File: config.mk
export PLATFORM = sky130hd
export DESIGN_NAME = seg7_scan
export DESIGN_NICKNAME = d
export VERILOG_FILES = /design/src/rtl/seg7_scan.sv
export SDC_FILE = /design/constraint.sdc
export NUM_CORES = 1
export LEC_CHECK = 0
export ABC_AREA = 1
export CORE_UTILIZATION = 50
export DETAILED_ROUTE_END_ITERATION = 7
export GPL_TIMING_DRIVEN = 0
export PLACE_DENSITY = 0.75
export SYNTH_ARGS = -nofsm -noshare
export SYNTH_HDL_FRONTEND = slang
export SYNTH_SLANG_ARGS = --single-unit
File: constraint.sdc
create_clock -name clk -period 1.4 [get_ports clk]
set_input_delay 0.21 -clock clk [delete_from_list [all_inputs] [get_ports clk]]
set_output_delay 0.21 -clock clk [all_outputs]
set_load 0.01 [all_outputs]
File: src/rtl/seg7_scan.sv
// Multiplexed 4-digit common-anode seven-segment scan driver.
// Steps bin2BCD through digits, blanks between slots, optional leading-zero suppression.
module seg7_scan #(
    parameter int CLK_DIV   = 50000,
    parameter int BLANK_CYC = 500
) (
    input  logic       clk,
    input  logic       rst_n,
    input  logic [3:0] bcd,
    input  logic       blank_lead,
    output logic [1:0] sel,
    output logic [3:0] an,
    output logic [6:0] seg,
    output logic       frame_done
);

    localparam int CW = $clog2(CLK_DIV);
    localparam logic [CW-1:0] CNT_LAST  = CW'(CLK_DIV - 1);
    localparam logic [CW-1:0] CNT_LATCH = CW'(BLANK_CYC - 1);

    logic [CW-1:0] cnt_q, cnt_d;
    logic [1:0]    sel_q, sel_d;
    logic [3:0]    an_q, an_d;
    logic [6:0]    seg_q, seg_d;
    logic          frame_done_q, frame_done_d;
    logic          lz_q, lz_d;
    logic          lz_eff;
    logic          suppress;

    function automatic logic [6:0] decode(input logic [3:0] d);
        logic [6:0] s;
        case (d)
            4'd0:    s = 7'b1000000;
            4'd1:    s = 7'b1111001;
            4'd2:    s = 7'b0100100;
            4'd3:    s = 7'b0110000;
            4'd4:    s = 7'b0011001;
            4'd5:    s = 7'b0010010;
            4'd6:    s = 7'b0000010;
            4'd7:    s = 7'b1111000;
            4'd8:    s = 7'b0000000;
            4'd9:    s = 7'b0010000;
            default: s = 7'b0111111;
        endcase
        return s;
    endfunction

    always_comb begin
        cnt_d        = cnt_q + CW'(1);
        sel_d        = sel_q;
        an_d         = an_q;
        seg_d        = seg_q;
        frame_done_d = 1'b0;
        lz_d         = lz_q;
        // The thousands digit restarts suppression before it is itself evaluated.
        lz_eff       = (sel_q == 2'b00) | lz_q;
        suppress     = blank_lead & lz_eff & (bcd == 4'd0) & (sel_q != 2'b11);

        if (cnt_q == CNT_LATCH) begin
            seg_d = suppress ? '1 : decode(bcd);
            an_d  = suppress ? '1 : ~(4'b1000 >> sel_q);
            lz_d  = lz_eff & (bcd == 4'd0);
        end

        if (cnt_q == CNT_LAST) begin
            cnt_d        = '0;
            sel_d        = sel_q + 2'd1;
            an_d         = '1;
            frame_done_d = (sel_q == 2'b11);
        end
    end

    always_ff @(posedge clk) begin
        if (!rst_n) begin
            cnt_q        <= '0;
            sel_q        <= '0;
            an_q         <= '1;
            seg_q        <= '1;
            frame_done_q <= 1'b0;
            lz_q         <= 1'b1;
        end else begin
            cnt_q        <= cnt_d;
            sel_q        <= sel_d;
            an_q         <= an_d;
            seg_q        <= seg_d;
            frame_done_q <= frame_done_d;
            lz_q         <= lz_d;
        end
    end

    assign sel        = sel_q;
    assign an         = an_q;
    assign seg        = seg_q;
    assign frame_done = frame_done_q;

endmodule

==> results.toml <==
[pwr]
total_power_w = 0.00149
p_int_w = 0.00112
power.leakage_nw = 0.923
power_frac_comb_pct = 8.9
cellPowerDensity_nw_per_um2 = 686
vdd_drop_max_uv = 321
p_sw_share_pct = 24.9
netSwitchingPower_w = 0.000372
clock_power_share_pct = 30.9
sequentialPowerShare_pct = 60.2

[status]
status = "completed"

[die]
die_y_um = 62.2
die_w_um = 62.2
fp.dieArea_um2 = 3860
initial_core_util_pct = 53.4
io-pin-count = 21
placementRows = 21
fp.coreArea_um2 = 3390

[yosys]
yosysMostFrequentCell = "nand2_1"
synth_fa_ha_area_share_pct = 7.61
ys_ff_latch = 31
synth_cells = 263
syn-num-nets = 281
avgSynthCellArea_um2 = 6.88
ys.flop_type = "dfxtp_1"
synth_top_family_by_area = "simple AND/OR/NAND/NOR gates"
ys_top_cells_by_count = "nand2_1, dfxtp_1, inv_1, nand3_1, nor2_1"
synth-compound-area-share_pct = 6.64
async_flop_share_pct = 0
ys_warn_count = 0
synth-xor-area-share_pct = 1.45
ys_types = 29
synth_edf_count = 0
synthesis.area_um2 = 1810
yosys-top-cells-area = "dfxtp_1, nand2_1, ha_1, nand3_1, inv_1"
seq_area_frac_synth_pct = 34.3
yosys.area.top_type = "dfxtp_1"
synthMuxAreaShare_pct = 0
yosys.area_share.simple_pct = 40.8
synth_top_area_share_pct = 34.3

[placement]
gp_congestion = 0.831
portBuffers = 19
dp.cells = 328
dp_hpwl_um = 2610
dpl_worst_slack_ns = -0.317

[hold_path]
hold_depth = 5
hold-path-endpoint = "seg[1]"
min_from = "bcd[2]"
min_path_type = "input pin to flip-flop"

[cts]
post_cts_buffers = 0
insertion_delay_ns = 0.33
root_buffer = "clkbuf_4"
h-tree-depth = 2
cts_tree = "yes"
cts_made_buffers = 5
clk_pin_slew_worst_paths_ns = 0.09
cts.sinks = 31
cts_max_path_buffers = 2

[grt]
use_met3_pct = 5.15
globalRouteMet2Util_pct = 28.4
grt_use_total_pct = 20.2
grt_max_degree = 11
antenna_found_initial = 0
grt_pass1_wl_um = 6250
grt_overflow = 0
met1_usage_pct = 29.0
grt_pass1_vias = 1429
grt.busiest_layer = "met1"

[sta]
fmax_mhz = 770
hold_viol_final = 0
rsz0062_at_grt = "false"
fin_worst_skew_ns = 0.0133
whs_ns = 0.328
period_needed_ns = 1.30
relSlewSlack_pct = 80.7
slew_viol_final = 0
worst_slack_ns = 0.101
worst_slew_pin_slew_ns = 0.290
fin_crit_sh_pct = 92.8
setup_viol = 0
setup_tns_ns = 0

[drt]
ant_nets = 0
first_pass_iters = 4
drc = 0
dr_total_vias = 1633
viasPerCell = 4.87
detail_route.iter0.violations = 74
wl_per_cell_um = 10.5
wl_um = 3520

[setup_path]
rr_startpoint = "cnt_q[0]"
critPathMaxFanout = 10
critPathCaptureType = "flip-flop"
r2r_cells = 7
cp-start-kind = "flip-flop"
worst_r2r_endpoint = "cnt_q[5]"
cp.arrival_ns = 1.52
path_class = "flip-flop to flip-flop"
worstPathRequired_ns = 1.62
reg2reg_slack_ns = 0.10

[run]
max_cap_violations = 0

[final_layout]
nets = 308
fin_cells = 335
layout-drive-gt1-share_pct = 18.0
num_antenna_cells = 0
syn2layout_area_growth_pct = 20.1
fillCellCount = 323
==> kinds of logic (layout without fill, tap and decap cells) <==
| logic type | Yosys count | in the layout |
|---|---|---|
| xor+xnor | 3 | 3 |
| buf+inv | 39 | 64 |
| fa+ha+maj | 11 | 11 |
| compound gates | 20 | 20 |
| simple gates | 159 | 160 |
| flops | 31 | 31 |
==> registers in the layout, summed over array words and instances, names as in the netlist <==
name        count
seg             7
cnt_q          16
an              4
frame_done      1
sel             2
lz_q            1
==> layout by cell type, fill, tap and decap left out, types with 2 or more instances in the layout <==
cell type,n
dlymetal6s2s_1,2
dfxtp_1,24
nand2_2,4
clkdlybuf4s50_1,3
nor2_4,5
ha_1,9
nand4_4,2
nand2_4,2
nand2_1,76
or2_2,2
inv_2,3
dfxtp_2,6
dlygate4sd2_1,14
a21oi_2,4
nand4_1,4
nand3_1,27
clkinv_1,2
o21ai_0,4
clkbuf_4,5
a21oi_1,10
nor2_1,24
xor2_1,2
inv_1,30
nor2_2,10
==> stage by stage <==
| stage | utilization, % | instance area [um2] |
|---|---|---|
| floorplan | - | 1810 |
| finish | 64.1 | 2170 |
| global placement | 60.7 | 2060 |
| detailed placement | 60.7 | 2060 |
| CTS | 61.7 | 2090 |
| global route | 64.1 | 2170 |
==> layout make-up <==
cell class / instances / area [um2] / share of cell area [%]
plain buffers: 4 / 36.3 / 1.67
clock buffers: 6 / 41.3 / 1.90
inverters: 35 / 131 / 6.04
multi-input cells: 194 / 1100 / 50.5
flip-flops and latches: 31 / 632 / 29.1
well taps: 46 / 57.6 / 2.65
repair buffers: 19 / 178 / 8.18
==> worst max-delay path, stage by stage (launching register included) <==
cell and delay, ns:
dfxtp_2 0.39, ha_4 0.17, nand3_4 0.09, nor2_4 0.14
nand2_4 0.08, nand2_4 0.12, buf_8 0.16, nor2_1 0.04
==> metal layers <==
| layer | vias to the layer above | wire [um] |
|---|---|---|
| li1 | 882 | - |
| met1 | 722 | 1860 |
| met2 | 27 | 1520 |
| met3 | 2 | 117 |
| met4 | 0 | 27 |
| met5 | - | 0 |
==> repair_timing <==
action / in CTS / in global routing
pin swaps: 0 / 1
hold buffers: 0 / 0
setup endpoints to repair: 35 / 25
resized for setup: 19 / 19
cloned: 0 / 1
==> how the worst max path moves through the flow <==
stage | start | to | slack (ns) | cells past startpoint
2_1_floorplan | sel[0] | seg[1] | 0.08 | 8
3_3_place_gp | bcd[1] | seg[3] | -0.31 | 10
3_5_place_dp | bcd[1] | seg[3] | -0.32 | 10
4_1_cts | cnt_q[0] | cnt_q[5] | 0.008 | 7
5_1_grt | cnt_q[4] | an[0] | 0.002 | 8
6_report | cnt_q[0] | cnt_q[5] | 0.10 | 7
==> power by group through the flow <==
stage | combinational, W | sequential [W] | clock [W]
floorplan | 0.0000851 | 0.000915 | 0
global placement | 0.000120 | 0.000916 | 0
detailed placement | 0.000121 | 0.000916 | 0
CTS | 0.000122 | 0.000896 | 0.000480
global route | 0.000153 | 0.000900 | 0.000512
finish | 0.000132 | 0.000898 | 0.000461
Power figures use the tool's default switching activity.
